$ cat src/rtl/pnu_pkg.sv
// pnu_pkg: shared types and constants for the mux scanner.
// Scan FSM state enum plus select/settle widths.
package pnu_pkg;

    localparam int SEL_W      = 3;
    localparam int NUM_IN     = 8;
    localparam int SETTLE_MAX = 15;
    localparam int CNT_W      = 4;

    typedef enum logic [1:0] {
        S_IDLE,
        S_SETTLE,
        S_SAMPLE,
        S_OUTPUT
    } state_e;

endpackage

$ cat src/rtl/pnu_settle_cnt.sv
// pnu_settle_cnt: settle-window counter for the mux scanner.
// Clear, increment, and a flag on the last settle edge.
module pnu_settle_cnt
    import pnu_pkg::*;
#(
    parameter int unsigned SETTLE = 1
) (
    input  logic clk,
    input  logic rst_n,
    input  logic clr_i,
    input  logic inc_i,
    output logic tc_o
);

    localparam logic [CNT_W-1:0] LAST =
        CNT_W'((SETTLE == 0) ? 0 : SETTLE - 1);

    logic [CNT_W-1:0] cnt_q;
    logic [CNT_W-1:0] cnt_d;

    // next count: clear wins over increment
    always_comb begin
        cnt_d = cnt_q;
        if (clr_i) begin
            cnt_d = '0;
        end else if (inc_i) begin
            cnt_d = cnt_q + 1'b1;
        end
    end

    // count register
    always_ff @(posedge clk or negedge rst_n) begin
        if (!rst_n) begin
            cnt_q <= '0;
        end else begin
            cnt_q <= cnt_d;
        end
    end

    // this edge completes the settle window
    assign tc_o = (cnt_q == LAST);

endmodule

$ cat src/rtl/pnu_mux_scan.sv
// pnu_mux_scan: steps sel 0..7, settles, samples mux_in into out_data.
// Define PNU_MUX_SCAN_PARITY_EN to add the registered out_parity output.
module pnu_mux_scan
    import pnu_pkg::*;
#(
    parameter int unsigned SETTLE = 1
) (
    input  logic             clk,
    input  logic             rst_n,
    input  logic             start,
    output logic [SEL_W-1:0] sel,
    input  logic             mux_in,
    output logic             busy,
    output logic [NUM_IN-1:0] out_data,
    output logic             out_valid,
    input  logic             out_ready
`ifdef PNU_MUX_SCAN_PARITY_EN
    ,
    output logic             out_parity
`endif
);

    localparam state_e FIRST = (SETTLE == 0) ? S_SAMPLE : S_SETTLE;
    localparam logic [SEL_W-1:0] LAST_SEL = SEL_W'(NUM_IN - 1);

    state_e              state_q, state_d;
    logic [SEL_W-1:0]    sel_q, sel_d;
    logic [NUM_IN-1:0]   data_q, data_d;
    logic                valid_q, valid_d;
    logic                busy_q, busy_d;
    logic                cnt_clr, cnt_inc, cnt_tc;
`ifdef PNU_MUX_SCAN_PARITY_EN
    logic                par_q, par_d;
`endif

    pnu_settle_cnt #(
        .SETTLE (SETTLE)
    ) u_cnt (
        .clk   (clk),
        .rst_n (rst_n),
        .clr_i (cnt_clr),
        .inc_i (cnt_inc),
        .tc_o  (cnt_tc)
    );

    // next state, select stepping, capture and handshake
    always_comb begin
        state_d = state_q;
        sel_d   = sel_q;
        data_d  = data_q;
        valid_d = valid_q;
        busy_d  = busy_q;
        cnt_clr = 1'b0;
        cnt_inc = 1'b0;
`ifdef PNU_MUX_SCAN_PARITY_EN
        par_d   = par_q;
`endif
        unique case (state_q)
            S_IDLE: begin
                if (start) begin
                    sel_d   = '0;
                    cnt_clr = 1'b1;
                    busy_d  = 1'b1;
                    state_d = FIRST;
                end
            end
            S_SETTLE: begin
                cnt_inc = 1'b1;
                if (cnt_tc) begin
                    state_d = S_SAMPLE;
                end
            end
            S_SAMPLE: begin
                data_d[sel_q] = mux_in;
                if (sel_q != LAST_SEL) begin
                    sel_d   = sel_q + 1'b1;
                    cnt_clr = 1'b1;
                    state_d = FIRST;
                end else begin
                    valid_d = 1'b1;
                    busy_d  = 1'b0;
                    state_d = S_OUTPUT;
`ifdef PNU_MUX_SCAN_PARITY_EN
                    par_d   = ^data_d;
`endif
                end
            end
            S_OUTPUT: begin
                if (out_ready) begin
                    valid_d = 1'b0;
                    state_d = S_IDLE;
                    if (start) begin
                        sel_d   = '0;
                        cnt_clr = 1'b1;
                        busy_d  = 1'b1;
                        state_d = FIRST;
                    end
                end
            end
        endcase
    end

    // state and datapath registers
    always_ff @(posedge clk or negedge rst_n) begin
        if (!rst_n) begin
            state_q <= S_IDLE;
            sel_q   <= '0;
            data_q  <= '0;
            valid_q <= 1'b0;
            busy_q  <= 1'b0;
`ifdef PNU_MUX_SCAN_PARITY_EN
            par_q   <= 1'b0;
`endif
        end else begin
            state_q <= state_d;
            sel_q   <= sel_d;
            data_q  <= data_d;
            valid_q <= valid_d;
            busy_q  <= busy_d;
`ifdef PNU_MUX_SCAN_PARITY_EN
            par_q   <= par_d;
`endif
        end
    end

    assign sel       = sel_q;
    assign out_data  = data_q;
    assign out_valid = valid_q;
    assign busy      = busy_q;
`ifdef PNU_MUX_SCAN_PARITY_EN
    assign out_parity = par_q;
`endif

endmodule

$ cat config.mk
export PLATFORM = sky130hd
export DESIGN_NAME = pnu_mux_scan
export DESIGN_NICKNAME = d
export VERILOG_FILES = /design/src/rtl/pnu_pkg.sv /design/src/rtl/pnu_settle_cnt.sv /design/src/rtl/pnu_mux_scan.sv
export SDC_FILE = /design/constraint.sdc
export NUM_CORES = 1
export LEC_CHECK = 0
export CORE_MARGIN = 1.5
export CORE_UTILIZATION = 30
export CTS_CLUSTER_DIAMETER = 30
export CTS_CLUSTER_SIZE = 12
export DETAILED_ROUTE_END_ITERATION = 7
export DONT_BUFFER_PORTS = 1
export HOLD_SLACK_MARGIN = 0.05
export PLACE_DENSITY = 0.54
export SYNTH_ARGS = -nofsm -noshare
export SYNTH_HDL_FRONTEND = slang
export SYNTH_SLANG_ARGS = --single-unit
$ cat constraint.sdc
create_clock -name clk -period 1.77 [get_ports clk]
set_clock_uncertainty 0.05 [all_clocks]
set_input_delay 0.354 -clock clk [delete_from_list [all_inputs] [get_ports clk]]
set_output_delay 0.354 -clock clk [all_outputs]
set_load 0.05 [all_outputs]
==> reports/metrics.csv <==
stage,metric,value,unit
outcome,status,"complete, no violations",
timing,Rel. slew slack,0.402,
critical_path,RR Startpoint,sel[0]$_DFFE_PN0P_,
critical_path,reg2reg setup slack,0.11,ns
critical_path,worst path cell trace,"ha_1, ha_1, or3b_4, o31ai_4, mux2i_1",
final_layout,share of cells above drive strength 1,0.239,
critical_path,Worst EP required,1.88,ns
timing,RSZ-0062 raised after global routing,false,
final_layout,fillers,315,
grt,met2 Usage GRT,0.187,
clocking,H-tree depth,1,
synth,Yosys warning count,0,
power_and_ir_drop,Max VDD drop,0.573,mV
timing,worst hold margin,0.112,ns
critical_path,critical path's slowest cell,dfrtp_2,
final_layout,ANT cells,0,
critical_path,crit path to,sel[0]$_DFFE_PN0P_,
clocking,post-CTS resize count,0,
grt,Most Crowded Layer GR,met2,
route,DR iter-0 viols,16,
critical_path,crit path launch,sel[0]$_DFFE_PN0P_,
synth,register area share after synthesis,0.503,
placement,gpl congestion,0.733,
die,I/O pin cnt,18,
critical_path,"slowest stage delay, CP",0.42,ns
final_layout,Final nets,102,
synth,post-synthesis async set-or-reset flop share,1.00,
timing,Tcrit/Tclk final,0.936,
grt,M1 GR Usage,0.151,
route,Pre-Repair DR Iteration Count,4,
synth,"Net Count, Synth",93,
power_and_ir_drop,Overall Power,1760,uW
final_layout,post-route cell area,0.00107,mm2
critical_path,Setup crit end kind,register,
clocking,root buffer cell,clkbuf_4,
final_layout,"Core Util, Final",0.353,
route,detailed-route DRC error count,0,
grt,vias in the first global route,659,
clocking,"CTS clk-pin slew, worst paths",0.13,ns
final_layout,area delta synth->final,13.0,%
placement,dpl cell area,0.00103,mm2
power_and_ir_drop,P_leak,0.000478,uW
critical_path,r2r endpoint,sel[0]$_DFFE_PN0P_,
die,die width,59.2,um
clocking,CTS Hold Bufs,1,
timing,Peak Freq,0.604,GHz
synth,Post-synth EDFFs,0,
critical_path,Startpoint Class,register,
timing,pins over their slew limit,0,
die,initial core utilization,0.312,
critical_path,kind of critical path,register to register,
synth,synthesized area,946,um2
critical_path,Worst R2R Path Depth,5,
timing,Sum Neg Setup Slack,0,ns
route,vias per cell,4.65,
grt,Tot GR Track Use,0.118,
synth,register bit count reported by yosys,19,
placement,Final HPWL DP,1310,um
placement,IO buf count,0,
critical_path,most frequent CP cell,ha_1,
synth,Yosys cell types,32,
clocking,number of CTS-inserted buffers,3,
timing,endpoints failing hold,0,
clocking,CTS Sinks,19,
synth,Main synth FF type,dfrtp_1,
route,Vias,632,
route,routed length per instance,12.8,um
clocking,CTS tree,done,
grt,first-pass GRT wire length,3020,um
clocking,Post-CTS Setup Inserts,0,
grt,initial antenna violation count,0,
timing,Final min period,1.66,ns
die,core area,0.00303,mm2
grt,largest net degree at the start of global routing,20,
die,total die area,0.00350,mm2
critical_path,Worst EP arrival,1.77,ns
run,Max-Cap Viols,0,
timing,Final Setup Violations,0,
die,Chip Height,59.2,um
grt,GR Layer Usage met3,0.0437,
clocking,Skew-Pair Late Insertion Delay,0.31,ns
clocking,CTS max path bufs,2,
synth,Syn Area/Cell,11.3,um2
worst_hold_path,worst min path class,primary input to register,
route,Routed WL,1740,um
critical_path,worst-path maximum fanout,7,
timing,Slew @ Worst Pin,0.894,ns
route,Final ANT Viol Nets,0,
power_and_ir_drop,PwrDens,1650,mW/mm2
die,Row Count,20,
synth,Post-Syn Instances,84,
grt,total grt overflow,0,
[power by group]
group / leakage (uW) / switching, uW / internal (uW)
clock: 0.0000177 / 143 / 84.2
combinational: 0.000230 / 364 / 247
sequential: 0.000231 / 347 / 575
total: 0.000478 / 854 / 906
[layout make-up]
class | count | area (um2) | share of cell area
well taps | 44 | 55.1 | 0.0515
clock buffers | 3 | 22.5 | 0.0211
clock inverters | 1 | 5.00 | 0.00468
inverters | 6 | 22.5 | 0.0211
repair buffers | 6 | 47.5 | 0.0445
flip-flops and latches | 19 | 478 | 0.447
multi-input cells | 57 | 438 | 0.410
[worst max-delay path: cells and delay by family, from the launching register on]
kind / cells / cell delay [ns]
compound gates: 1 / 0.11
fa+ha+maj: 2 / 0.42
flops: 1 / 0.42
mux: 1 / 0.13
simple gates: 1 / 0.40
[registers in the layout (all words and copies together), names as in the netlist]
name and cells:
busy 1, state_q 2, out_data 8, out_valid 1
sel 3, u_cnt.cnt_q 4
[logic make-up after synthesis]
| logic type | count (synthesis) | synth area share |
|---|---|---|
| simple gates | 30 | 0.188 |
| flops | 19 | 0.503 |
| compound gates | 13 | 0.101 |
| mux | 9 | 0.110 |
| buf+inv | 8 | 0.0370 |
| fa+ha+maj | 4 | 0.0529 |
| xor+xnor | 1 | 0.00926 |
[cells in the mapped netlist (2+ instances only)]
cell type  number  share of area
nand2b_1        2          0.013
o21ai_0         3          0.016
inv_2           2         0.0079
mux2_1          4          0.048
o21ai_1         4          0.021
nand3_1         5          0.026
inv_1           4          0.016
mux2_2          3          0.036
dfrtp_1        19           0.50
nor2b_1         2          0.013
nor2_1          2         0.0079
ha_1            4          0.053
or3_1           2          0.013
nand2_1         8          0.032
nor3_1          3          0.016
[placed cells by master, fill, tap and decap left out]
| cell | instances |
|---|---|
| mux2_4 | 1 |
| nor4b_1 | 1 |
| mux2_1 | 4 |
| nor3b_4 | 1 |
| dlygate4sd3_1 | 1 |
| o21ai_0 | 3 |
| or3b_4 | 1 |
| nand2b_1 | 2 |
| a22o_1 | 1 |
| buf_4 | 5 |
| nand3_1 | 5 |
| clkbuf_4 | 3 |
| a21oi_1 | 1 |
| nand3b_2 | 1 |
| a21boi_2 | 1 |
| a22oi_1 | 1 |
| nand2_1 | 8 |
| or3_1 | 2 |
| nor2_1 | 2 |
| o31ai_4 | 1 |
| o21ai_1 | 4 |
| nor3b_1 | 1 |
| inv_1 | 4 |
| dfrtp_2 | 2 |
| nand3b_1 | 1 |
| xor2_1 | 1 |
| ha_1 | 4 |
| nor2b_1 | 2 |
| dfrtp_1 | 17 |
| nor3_1 | 3 |
| mux2_2 | 3 |
| o22ai_1 | 1 |
| clkinv_2 | 1 |
| inv_2 | 2 |
| mux2i_1 | 1 |
[through the flow]
stage | std cells | setup WS (ns)
3_5_place_dp | 131 | 0.108
3_3_place_gp | 131 | 0.169
5_1_grt | 136 | 0.0284
6_report | 136 | 0.114
2_1_floorplan | 84 | 0.00156
4_1_cts | 136 | 0.105
[worst min path at each step]
stage / start / endpoint / cells after the start
3_3_place_gp: rst_n / out_data[0]$_DFFE_PN0P_ / 0
2_1_floorplan: rst_n / busy$_DFFE_PN0P_ / 0
6_report: mux_in / out_data[0]$_DFFE_PN0P_ / 1
5_1_grt: mux_in / out_data[4]$_DFFE_PN0P_ / 1
3_5_place_dp: rst_n / out_data[0]$_DFFE_PN0P_ / 0
4_1_cts: mux_in / out_data[0]$_DFFE_PN0P_ / 1
[metal layers]
metal  wire (um)  vias up
met2         803       18
met3          94        2
met1         831      302
li1            -      310
met5           0        -
met4          13        0
(Power assumes the default switching activity.)
